==> src/rtl/cnn_layer_accel_weight_seq_ctrl_pkg.sv <==
`default_nettype none
// ============================================================================
//  Module   : cnn_layer_accel_weight_seq_ctrl_pkg
//  Purpose  : Shared definitions for the weight sequence controller.
//             - table geometry tied to `NUM_WHT_SEQ_VALUES / `WHT_SEQ_WIDTH
//             - table index width
//             - controller FSM state encoding
//  Ports    : none (package)
//  Revision : 1.0  initial release
// ============================================================================
`ifndef NUM_WHT_SEQ_VALUES
`define NUM_WHT_SEQ_VALUES 5
`endif
`ifndef WHT_SEQ_WIDTH
`define WHT_SEQ_WIDTH 4
`endif

package cnn_layer_accel_weight_seq_ctrl_pkg;

  localparam int C_NUM_SEQ_VALUES = `NUM_WHT_SEQ_VALUES;
  localparam int C_SEQ_WIDTH      = `WHT_SEQ_WIDTH;
  // Keep the index at least one bit wide even for a single-entry table.
  localparam int C_IDX_WIDTH      = (C_NUM_SEQ_VALUES > 1) ? $clog2(C_NUM_SEQ_VALUES) : 1;

  typedef enum logic [1:0] {
    ST_IDLE  = 2'd0,
    ST_ISSUE = 2'd1,
    ST_DRAIN = 2'd2,
    ST_DONE  = 2'd3
  } wseq_state_t;

endpackage

`default_nettype wire

==> src/rtl/cnn_layer_accel_weight_seq_ctrl_if.sv <==
`default_nettype none
// ============================================================================
//  Module   : cnn_layer_accel_weight_seq_ctrl_if
//  Purpose  : Bundles the controller's command, table-read and weight-address
//             signals.
//             - master : the sequencer (drives status, table address and
//                        weight address pairs)
//             - slave  : the surrounding layer logic, table and weight buffer
//  Ports    : none (signals grouped below)
//  Revision : 1.0  initial release
// ============================================================================
interface cnn_layer_accel_weight_seq_ctrl_if
  import cnn_layer_accel_weight_seq_ctrl_pkg::*;
#(
  parameter int C_WHT_ADDR_WIDTH = 12,
  parameter int C_KRNL_CNT_WIDTH = 10
);
  // command / status
  logic                        start;
  logic [C_KRNL_CNT_WIDTH-1:0] num_kernels;
  logic [C_WHT_ADDR_WIDTH-1:0] krnl_base_addr;
  logic [C_WHT_ADDR_WIDTH-1:0] krnl_stride;
  logic                        busy;
  logic                        done;
  // sequence table read port
  logic [C_IDX_WIDTH-1:0]      tbl_rdAddr;
  logic                        tbl_rden;
  logic [C_SEQ_WIDTH-1:0]      tbl_seq_dout0;
  logic [C_SEQ_WIDTH-1:0]      tbl_seq_dout1;
  // weight address pair stream
  logic [C_WHT_ADDR_WIDTH-1:0] wht_addr0;
  logic [C_WHT_ADDR_WIDTH-1:0] wht_addr1;
  logic                        wht_valid;
  logic                        wht_ready;

  modport master (
    input  start, num_kernels, krnl_base_addr, krnl_stride,
    input  tbl_seq_dout0, tbl_seq_dout1, wht_ready,
    output busy, done, tbl_rdAddr, tbl_rden, wht_addr0, wht_addr1, wht_valid
  );

  modport slave (
    output start, num_kernels, krnl_base_addr, krnl_stride,
    output tbl_seq_dout0, tbl_seq_dout1, wht_ready,
    input  busy, done, tbl_rdAddr, tbl_rden, wht_addr0, wht_addr1, wht_valid
  );

endinterface

`default_nettype wire

==> src/rtl/cnn_layer_accel_wht_seq_skid.sv <==
`default_nettype none
// ============================================================================
//  Module   : cnn_layer_accel_wht_seq_skid
//  Purpose  : 2-entry valid/ready FIFO carrying {addr0, addr1} pairs.
//             Head entry stays stable until popped.
//  Ports    : clk, rst            clock, async active-high reset
//             push, push_data     write one entry (never while full w/o pop)
//             pop                 remove head entry (only while not empty)
//             head_data           current head entry
//             full, empty, count  occupancy for the credit logic
//  Revision : 1.0  initial release
// ============================================================================
module cnn_layer_accel_wht_seq_skid #(
  parameter int C_DATA_WIDTH = 24
) (
  input  wire logic                    clk,
  input  wire logic                    rst,
  input  wire logic                    push,
  input  wire logic [C_DATA_WIDTH-1:0] push_data,
  input  wire logic                    pop,
  output logic      [C_DATA_WIDTH-1:0] head_data,
  output logic                         full,
  output logic                         empty,
  output logic      [1:0]              count
);

  logic [C_DATA_WIDTH-1:0] r_mem0;
  logic [C_DATA_WIDTH-1:0] r_mem1;
  logic                    r_wr_ptr;
  logic                    r_rd_ptr;
  logic [1:0]              r_count;

  always_ff @(posedge clk or posedge rst) begin
    if (rst) begin
      r_mem0   <= '0;
      r_mem1   <= '0;
      r_wr_ptr <= 1'b0;
      r_rd_ptr <= 1'b0;
      r_count  <= 2'd0;
    end else begin
      if (push) begin
        if (r_wr_ptr) r_mem1 <= push_data;
        else          r_mem0 <= push_data;
        r_wr_ptr <= ~r_wr_ptr;
      end
      if (pop) r_rd_ptr <= ~r_rd_ptr;
      case ({push, pop})
        2'b10:   r_count <= r_count + 2'd1;
        2'b01:   r_count <= r_count - 2'd1;
        default: r_count <= r_count;
      endcase
    end
  end

  assign head_data = r_rd_ptr ? r_mem1 : r_mem0;
  assign count     = r_count;
  assign empty     = (r_count == 2'd0);
  assign full      = (r_count == 2'd2);

endmodule

`default_nettype wire

==> src/rtl/cnn_layer_accel_weight_seq_ctrl.sv <==
`default_nettype none
// ============================================================================
//  Module   : cnn_layer_accel_weight_seq_ctrl
//  Purpose  : Walks the weight sequence table once per kernel pass, offsets
//             each returned value pair by the pass base address and streams
//             the resulting weight-RAM read-address pairs downstream.
//  Ports    : clk, rst   clock, async active-high reset
//             bus        command/status, table read port, address stream
//  Options  : WHT_SEQ_PREFETCH_EN - streaming table reads (tbl_rden strobes
//             on consecutive in-pass issues); otherwise tbl_rden stays 0.
//  Revision : 1.0  initial release
// ============================================================================
module cnn_layer_accel_weight_seq_ctrl
  import cnn_layer_accel_weight_seq_ctrl_pkg::*;
#(
  parameter int C_WHT_ADDR_WIDTH = 12,
  parameter int C_KRNL_CNT_WIDTH = 10
) (
  input  wire logic                   clk,
  input  wire logic                   rst,
  cnn_layer_accel_weight_seq_ctrl_if.master bus
);

  localparam logic [C_IDX_WIDTH-1:0] c_last_idx = C_IDX_WIDTH'(C_NUM_SEQ_VALUES - 1);

  wseq_state_t                 r_state;
  wseq_state_t                 w_next_state;
  logic [C_IDX_WIDTH-1:0]      r_idx;
  logic [C_KRNL_CNT_WIDTH-1:0] r_pass;
  logic [C_KRNL_CNT_WIDTH-1:0] r_num_kernels;
  logic [C_WHT_ADDR_WIDTH-1:0] r_base;
  logic [C_WHT_ADDR_WIDTH-1:0] r_stride;
  logic [C_WHT_ADDR_WIDTH-1:0] r_tag_base;   // base of the pass that issued the in-flight read
  logic                        r_inflight;

  logic                          w_pop;
  logic                          w_full;
  logic                          w_empty;
  logic [1:0]                    w_count;
  logic [2:0]                    w_occupancy;
  logic                          w_credit_ok;
  logic                          w_issue;
  logic                          w_last_idx;
  logic                          w_last_pass;
  logic [2*C_WHT_ADDR_WIDTH-1:0] w_push_data;
  logic [2*C_WHT_ADDR_WIDTH-1:0] w_head_data;

  // Entries that will be held after this cycle if nothing new is issued:
  // buffered + returning read - the pair leaving now. The buffer only has
  // room for two, so an issue needs that total below two.
  assign w_pop       = ~w_empty & bus.wht_ready;
  assign w_occupancy = {1'b0, w_count} + {2'b00, r_inflight} - {2'b00, w_pop};
  assign w_credit_ok = ~(w_full & ~w_pop) & (w_occupancy < 3'd2);
  assign w_issue     = (r_state == ST_ISSUE) & w_credit_ok;
  assign w_last_idx  = (r_idx == c_last_idx);
  assign w_last_pass = (r_pass == (r_num_kernels - C_KRNL_CNT_WIDTH'(1)));

  always_comb begin
    w_next_state = r_state;
    case (r_state)
      ST_IDLE:  if (bus.start) w_next_state = (bus.num_kernels != '0) ? ST_ISSUE : ST_DONE;
      ST_ISSUE: if (w_issue && w_last_idx && w_last_pass) w_next_state = ST_DRAIN;
      ST_DRAIN: if (!r_inflight && w_empty) w_next_state = ST_DONE;
      ST_DONE:  w_next_state = ST_IDLE;
      default:  w_next_state = ST_IDLE;
    endcase
  end

  always_ff @(posedge clk or posedge rst) begin
    if (rst) r_state <= ST_IDLE;
    else     r_state <= w_next_state;
  end

  always_ff @(posedge clk or posedge rst) begin
    if (rst) begin
      r_idx         <= '0;
      r_pass        <= '0;
      r_num_kernels <= '0;
      r_base        <= '0;
      r_stride      <= '0;
      r_tag_base    <= '0;
      r_inflight    <= 1'b0;
    end else begin
      r_inflight <= w_issue;
      if (w_issue) r_tag_base <= r_base;
      if (r_state == ST_IDLE && bus.start) begin
        r_idx         <= '0;
        r_pass        <= '0;
        r_num_kernels <= bus.num_kernels;
        r_base        <= bus.krnl_base_addr;
        r_stride      <= bus.krnl_stride;
      end else if (w_issue) begin
        if (w_last_idx) begin
          r_idx  <= '0;
          r_pass <= r_pass + C_KRNL_CNT_WIDTH'(1);
          r_base <= r_base + r_stride;
        end else begin
          r_idx <= r_idx + C_IDX_WIDTH'(1);
        end
      end
    end
  end

  // The explicit address is always presented; in streaming mode the table
  // ignores it whenever tbl_rden is set.
  assign bus.tbl_rdAddr = r_idx;

`ifdef WHT_SEQ_PREFETCH_EN
  // Set when the previous cycle issued a read that is not the last of its
  // pass, i.e. an issue now continues the same pass without a gap.
  logic r_prev_issue;

  always_ff @(posedge clk or posedge rst) begin
    if (rst) r_prev_issue <= 1'b0;
    else     r_prev_issue <= w_issue & ~w_last_idx;
  end

  assign bus.tbl_rden = w_issue & r_prev_issue;
`else
  assign bus.tbl_rden = 1'b0;
`endif

  assign w_push_data = {r_tag_base + C_WHT_ADDR_WIDTH'(bus.tbl_seq_dout0),
                        r_tag_base + C_WHT_ADDR_WIDTH'(bus.tbl_seq_dout1)};

  cnn_layer_accel_wht_seq_skid #(
    .C_DATA_WIDTH (2*C_WHT_ADDR_WIDTH)
  ) u_skid (
    .clk       (clk),
    .rst       (rst),
    .push      (r_inflight),
    .push_data (w_push_data),
    .pop       (w_pop),
    .head_data (w_head_data),
    .full      (w_full),
    .empty     (w_empty),
    .count     (w_count)
  );

  assign bus.wht_valid = ~w_empty;
  assign bus.wht_addr0 = w_head_data[2*C_WHT_ADDR_WIDTH-1:C_WHT_ADDR_WIDTH];
  assign bus.wht_addr1 = w_head_data[C_WHT_ADDR_WIDTH-1:0];
  assign bus.busy      = (r_state == ST_ISSUE) || (r_state == ST_DRAIN);
  assign bus.done      = (r_state == ST_DONE);

endmodule

`default_nettype wire

==> src/flat_wrapper.sv <==
// flat-port wrapper written by rule: the top's interface ports become plain ports
module cnn_layer_accel_weight_seq_ctrl_flat import cnn_layer_accel_weight_seq_ctrl_pkg::*;
#(
  parameter int C_WHT_ADDR_WIDTH = 12,
  parameter int C_KRNL_CNT_WIDTH = 10
)
  (clk, rst, bus_start, bus_num_kernels, bus_krnl_base_addr, bus_krnl_stride, bus_tbl_seq_dout0, bus_tbl_seq_dout1, bus_wht_ready, bus_busy, bus_done, bus_tbl_rdAddr, bus_tbl_rden, bus_wht_addr0, bus_wht_addr1, bus_wht_valid);
  cnn_layer_accel_weight_seq_ctrl_if #(.C_WHT_ADDR_WIDTH(C_WHT_ADDR_WIDTH), .C_KRNL_CNT_WIDTH(C_KRNL_CNT_WIDTH)) bus_i ();
  input  wire logic clk;
  input  wire logic rst;
  input wire logic [$bits(bus_i.start)-1:0] bus_start;
  input wire logic [$bits(bus_i.num_kernels)-1:0] bus_num_kernels;
  input wire logic [$bits(bus_i.krnl_base_addr)-1:0] bus_krnl_base_addr;
  input wire logic [$bits(bus_i.krnl_stride)-1:0] bus_krnl_stride;
  input wire logic [$bits(bus_i.tbl_seq_dout0)-1:0] bus_tbl_seq_dout0;
  input wire logic [$bits(bus_i.tbl_seq_dout1)-1:0] bus_tbl_seq_dout1;
  input wire logic [$bits(bus_i.wht_ready)-1:0] bus_wht_ready;
  output wire logic [$bits(bus_i.busy)-1:0] bus_busy;
  output wire logic [$bits(bus_i.done)-1:0] bus_done;
  output wire logic [$bits(bus_i.tbl_rdAddr)-1:0] bus_tbl_rdAddr;
  output wire logic [$bits(bus_i.tbl_rden)-1:0] bus_tbl_rden;
  output wire logic [$bits(bus_i.wht_addr0)-1:0] bus_wht_addr0;
  output wire logic [$bits(bus_i.wht_addr1)-1:0] bus_wht_addr1;
  output wire logic [$bits(bus_i.wht_valid)-1:0] bus_wht_valid;
  assign bus_i.start = bus_start;
  assign bus_i.num_kernels = bus_num_kernels;
  assign bus_i.krnl_base_addr = bus_krnl_base_addr;
  assign bus_i.krnl_stride = bus_krnl_stride;
  assign bus_i.tbl_seq_dout0 = bus_tbl_seq_dout0;
  assign bus_i.tbl_seq_dout1 = bus_tbl_seq_dout1;
  assign bus_i.wht_ready = bus_wht_ready;
  assign bus_busy = bus_i.busy;
  assign bus_done = bus_i.done;
  assign bus_tbl_rdAddr = bus_i.tbl_rdAddr;
  assign bus_tbl_rden = bus_i.tbl_rden;
  assign bus_wht_addr0 = bus_i.wht_addr0;
  assign bus_wht_addr1 = bus_i.wht_addr1;
  assign bus_wht_valid = bus_i.wht_valid;
  cnn_layer_accel_weight_seq_ctrl #(.C_WHT_ADDR_WIDTH(C_WHT_ADDR_WIDTH), .C_KRNL_CNT_WIDTH(C_KRNL_CNT_WIDTH)) u_core (.clk(clk), .rst(rst), .bus(bus_i));
endmodule
==> config.mk <==
export PLATFORM = sky130hd
export DESIGN_NAME = cnn_layer_accel_weight_seq_ctrl_flat
export DESIGN_NICKNAME = d
export VERILOG_FILES = /design/src/rtl/cnn_layer_accel_weight_seq_ctrl_pkg.sv /design/src/rtl/cnn_layer_accel_weight_seq_ctrl_if.sv /design/src/rtl/cnn_layer_accel_wht_seq_skid.sv /design/src/rtl/cnn_layer_accel_weight_seq_ctrl.sv /design/src/flat_wrapper.sv
export SDC_FILE = /design/constraint.sdc
export NUM_CORES = 1
export LEC_CHECK = 0
export ABC_AREA = 1
export BUFFER_PORTS_ARGS = -buffer_cell sky130_fd_sc_hd__clkbuf_2
export CAP_MARGIN = 40
export CELL_PAD_IN_SITES_DETAIL_PLACEMENT = 1
export CELL_PAD_IN_SITES_GLOBAL_PLACEMENT = 1
export CORE_MARGIN = 1
export CORE_UTILIZATION = 44
export CTS_BUF_LIST = sky130_fd_sc_hd__clkbuf_8
export CTS_CLUSTER_DIAMETER = 60
export DETAILED_ROUTE_END_ITERATION = 8
export GPL_ROUTABILITY_DRIVEN = 0
export PLACE_DENSITY = 0.78
export SLEW_MARGIN = 25
export SYNTH_ARGS = -nofsm -noshare
export SYNTH_HDL_FRONTEND = slang
export SYNTH_SLANG_ARGS = --single-unit
==> constraint.sdc <==
create_clock -name clk -period 8.3 [get_ports clk]
set_clock_uncertainty 0.2 [all_clocks]
set_input_delay 1.66 -clock clk [delete_from_list [all_inputs] [get_ports clk]]
set_output_delay 1.66 -clock clk [all_outputs]
set_load 0.02 [all_outputs]
== After elaboration in Yosys (flattened, before gate mapping) ==
Index checks and enable logic that the tools add are counted.
Cells by class
  add/sub/neg operators: 10
  order comparisons: 1
  equality and inequality tests: 11
  muxes and demuxes: 16
  bitwise logic cells: 9
  reduce and logical (&&, ||, !) cells: 16
Operators with widths (number)
  $mux W12: 3
  $mux W10: 3
  $add A12 B4 Y12: 2
  $mux W24: 1
  $add A12 B12 Y12: 1
  $add A10 B1 Y10 const B: 1
  $eq A10 B10 Y1: 1
  $reduce_bool A10 Y1: 1
  $sub A10 B1 Y10 const B: 1
  $mux W3: 3
  $eq A2 B2 Y1 const B: 4
  $mux W2: 4
  $pmux W2 S4: 1
  $reduce_and A2 Y1: 3
  $reduce_bool A2 Y1: 3
  $not A1 Y1: 5
  $and A1 B1 Y1: 4
  $eq A2 B1 Y1 const B: 2
  $logic_and A1 B1 Y1: 4
  $logic_not A2 Y1: 2
  $ne A2 B1 Y1 const B: 2
  $pmux W2 S2: 1
  $add A2 B1 Y3: 1
  $add A3 B1 Y3 const B: 1
  other kinds (9): 9
Storage, ports and cells
  flip-flop bits (word level): 114
  output and inout bits: 31
  logic and storage cells: 76

== Depth between registers and ports, before layout ==
  depth in word-level cells: 12
  gate-level depth with buffers: 19
  depth with buffers taken out: 19

== Modules after synthesis ==
Synthesis repeated with hierarchy kept, for this count alone.
Second synthesis, totals
  cell total of the unflattened synthesis: 830
  area, all modules: 6510.0 sq um
Modules (own cells, without submodules)
  cnn_layer_accel_weight_seq_ctrl: times used 1, cells an instance 550, area each 4192.8 sq um, sequential area each 1551.5 sq um
  cnn_layer_accel_wht_seq_skid: times used 1, cells an instance 280, area each 2317.2 sq um, sequential area each 1301.2 sq um

== Least setup slack after synthesis ==
No wires, ideal clock.
  path kind: in2reg
  start: in bus_wht_ready
  end: reg u_core.r_pass[9]
  setup time: 117 ps
  data arrival time: 3522 ps
  data required time: 7983 ps
  setup slack: 4461 ps
  cell stages on the path: 16
  buffers on the path: 0
  cell sequence: nand2_1 > nor2_1 > inv_1 > nand2_1 > nand2_1 > fa_1 > nand2_1 > a21oi_4 > nand2_4 > nand2_8 > nand2_8 > nor2_8 > nand2_2 > nor3_2 > and2_1 > nor2_1
Between the ends
  cells in the longest elaborated chain, start to end: 8
  elaborated cells on any way between the ends: 10
RTL lines
  start: declaration: RTL line flat_wrapper.sv:17  | input wire logic [$bits(bus_i.wht_ready)-1:0] bus_wht_ready;
  $and A1 B1 Y1 (*): RTL line cnn_layer_accel_weight_seq_ctrl.sv:51  | assign w_pop = ~w_empty & bus.wht_ready;
  parallel branches: the longest is 3 deep, another holds $sub A3 B1 Y3
  $and A1 B1 Y1 (*): RTL line cnn_layer_accel_weight_seq_ctrl.sv:53  | assign w_credit_ok = ~(w_full & ~w_pop) & (w_occupancy < 3'd2);
  $and A1 B1 Y1 (*): RTL line cnn_layer_accel_weight_seq_ctrl.sv:54  | assign w_issue = (r_state == ST_ISSUE) & w_credit_ok;
  $reduce_bool A2 Y1 (no source line) (*)
  $reduce_and A2 Y1 (no source line) (*)
  end signal: assignment: RTL line cnn_layer_accel_weight_seq_ctrl.sv:95  | r_pass <= r_pass + C_KRNL_CNT_WIDTH'(1);
  end: declaration: RTL line cnn_layer_accel_weight_seq_ctrl.sv:29  | logic [C_KRNL_CNT_WIDTH-1:0] r_pass;
Every way passes the cells marked *.
A chain may end at the register's enable or synchronous reset.

== Worst setup path in the final report ==
  start: in bus_wht_ready
  end: reg u_core.r_pass[8]
The elaborated chain is that of the path after synthesis.

==> results.txt <==
Remaining Overflow, GRT -> 0
CP arrival -> 4.09 ns
Critical path type -> primary input to flop
Worst Reg-to-Reg Cells -> 18
Initial antenna violation count -> 0
Clk buf depth -> 2
Die Y -> 123 um
PostCTS Resize Cnt -> 0
GR Util met2 -> 0.424
# port buffers -> 75
Largest net degree at the start of global routing -> 68
Core area -> 14100 um2
Number of antenna diodes -> 0
P_leak -> 3.80 nW
Setup Fix Bufs, Post-CTS -> 0
Worst path most repeated cell -> nand2_1
Met1 Use GR -> 0.306
Root Driver -> clkbuf_8
Worst Hold Class -> flop to flop
Yosys Warn Count -> 0
Most used routing layer -> met2
Fraction of layout cells with a size suffix above 1 -> 0.182
Overall power -> 3.13 mW
Seq/Total Area, Yosys -> 0.440
Crit-path cells -> clkbuf_2, nand2_1, nor2_1, inv_1, nand2_1, nand2_1, fa_1, nand2_1, a21oi_4, nand2_4, nand2_8, nand2_8, inv_4, nand3_2, nor3_2, o21ai_1, nor2_1
# Max-Cap Violations -> 0
Number of global-route vias before repair -> 5779
Top_reg_cell synth -> dfrtp_1
Syn Std Cell Area -> 6480 um2
Final HPWL DP -> 12.3 mm
CTS Buf Count -> 17
Status -> completed
H-tree Lvls -> 4
Hold Path Cell Cnt -> 2
CP Buf/Inv Count -> 3
EDFF count, synth -> 0
Worst slew pin tran -> 0.603 ns
Wire length of the first global-routing pass -> 28.5 mm
Initial Utilization -> 0.460
FF-to-FF setup slack -> 5.01 ns
Worst-skew pair later-pin latency -> 0.46 ns
Antenna viol nets, final -> 0
Commonest non-fill, non-tap cell in the layout -> nand2_1
PwrDens -> 422 nW/um2
Layout area overhead -> 14.6%
Final Cell Area -> 7420 um2
Stages on worst setup path -> 17
Synth Area per Inst -> 8.06 um2
Met3 usage -> 0.0461
Slowest CP cell -> fa_1
Final-report max-slew violation count -> 0
Finish-stage setup viols -> 0
Final wirelength -> 16.9 mm
RSZ-0062 raised after global routing -> false
Commonest non-fill, non-tap cells in the layout -> nand2_1 (258), dfrtp_1 (114), o21ai_0 (76), inv_1 (75), clkbuf_2 (75)
Clock Sinks -> 114
Die Area -> 15200 um2
Crit start category -> primary input
Initial DRC Count -> 233
Setup TNS -> 0 ns
Fmax -> 257 MHz
Fin crit share -> 0.469
DRC violations left -> 0
Dpl ws -> 3.91 ns
GR Util All Layers -> 0.245
Clk slew on worst S/H paths -> 0.08 ns
Slowest stage delay, CP -> 0.49 ns
Vias post-DR -> 5488
Row count -> 43
Syn_nets -> 882
Post-synthesis cell type count -> 44
WHS -> 0.285 ns
DR vias/cell -> 5.13
First-pass detailed-route iteration total -> 4
Headroom to the max-slew limit -> 0.598
Delay-heaviest family, CP -> simple AND/OR/NAND/NOR gates
Post-synthesis sequential element count -> 114
Die Width -> 123 um
Final critical-path setup slack -> 4.40 ns
Wire length per cell -> 15.8 um
Final hold viol count -> 0
CP Capture Type -> flop
Top-level I/O count -> 77
Critical Path Fanout Max -> 17
CP Data Required Time -> 8.49 ns
Net count, final -> 955
Hold_buf cts -> 0
Mapped Cells -> 804
CTS tree -> done
Synth async-reset ratio -> 1.00
Tmin final -> 3.90 ns
Post-DP Area -> 7000 um2
Max VDD drop -> 0.000155 V
-- state kept, by name (all words and copies together) (netlist names) --
signal	count
u_core.r_state	2
u_core.r_base	12
u_core.r_num_kernels	10
u_core.r_inflight	1
u_core.u_skid.r_mem0	24
u_core.u_skid.r_wr_ptr	1
u_core.u_skid.r_rd_ptr	1
u_core.r_pass	10
u_core.bus.tbl_rdAddr	3
u_core.u_skid.r_mem1	24
u_core.r_stride	12
u_core.u_skid.count	2
u_core.r_tag_base	12
-- worst min-delay path, cell delays in order, from the launching register on --
cell     delay, ns
dfrtp_1       0.34
nand2_1       0.05
o21ai_0       0.06
-- per-stage QoR --
step	std cells	utilization
after CTS	1068	0.524
after floorplan	804	-
after global routing	1070	0.527
after global placement	1036	0.497
final	1070	0.527
after detailed placement	1036	0.497
-- layout make-up --
type	count	area, um2
Fill cell	1787	6670
Multi-Input combinational cell	580	3200
Sequential cell	114	2850
Timing Repair Buffer	82	448
Inverter	82	313
Clock buffer	18	248
Tap cell	180	225
Clock inverter	14	141
-- cell usage after synthesis (2+ instances only) --
cell type | n | area share
a21oi_1 | 21 | 0.016
a31oi_1 | 2 | 0.0019
buf_2 | 7 | 0.0054
clkbuf_1 | 19 | 0.011
dfrtp_1 | 114 | 0.44
fa_1 | 4 | 0.012
ha_1 | 28 | 0.054
inv_1 | 75 | 0.043
inv_2 | 6 | 0.0035
mux2_2 | 14 | 0.024
nand2_1 | 258 | 0.15
nand2_2 | 4 | 0.0039
nand2_8 | 2 | 0.0062
nand3_1 | 22 | 0.017
nand3_2 | 3 | 0.0046
nand3b_1 | 3 | 0.0035
nand4_1 | 5 | 0.0048
nor2_1 | 45 | 0.026
nor2_2 | 5 | 0.0048
nor3_1 | 4 | 0.0031
nor3_2 | 6 | 0.0093
nor4_1 | 4 | 0.0039
o211ai_1 | 4 | 0.0046
o21ai_0 | 76 | 0.059
o21ai_1 | 18 | 0.014
o21ai_2 | 2 | 0.0027
o21bai_1 | 2 | 0.0023
xnor2_1 | 6 | 0.0081
xor2_1 | 30 | 0.041
-- worst paths after layout --
kind | from | to
min in group asynchronous | rst | u_core.r_base[9]
max in group asynchronous | rst | u_core.u_skid.r_mem1[21]
min | u_core.u_skid.r_mem0[8] | u_core.u_skid.r_mem0[8]
max reg2reg | u_core.u_skid.count[0] | u_core.r_pass[8]
max | bus_wht_ready | u_core.r_pass[8]
min reg2reg | u_core.u_skid.r_mem0[8] | u_core.u_skid.r_mem0[8]
-- report_power, final --
part / switching, mW / leakage [nW] / total [mW] / internal, mW
clock network: 0.249 / 0.184 / 0.521 / 0.271
registers: 0.191 / 1.43 / 0.999 / 0.808
logic: 1.04 / 2.19 / 1.61 / 0.566
-- per-layer routing --
layer | wire length [um] | vias up
met5 | 0 | -
met4 | 313 | 0
met3 | 452 | 19
met2 | 8360 | 78
met1 | 7740 | 2675
li1 | - | 2716
-- logic make-up (layout without fill, tap and decap cells) --
family / Yosys count / count (layout) / synth area share
simple gates: 368 / 368 / 0.247
other cells: 1 / 1 / 0.000579
xor+xnor: 36 / 36 / 0.0487
flops: 114 / 114 / 0.440
fa+ha+maj: 32 / 32 / 0.0664
buf+inv: 110 / 196 / 0.0661
mux: 14 / 14 / 0.0243
compound gates: 129 / 129 / 0.106
Note: power is estimated with default switching activity, not from simulation.
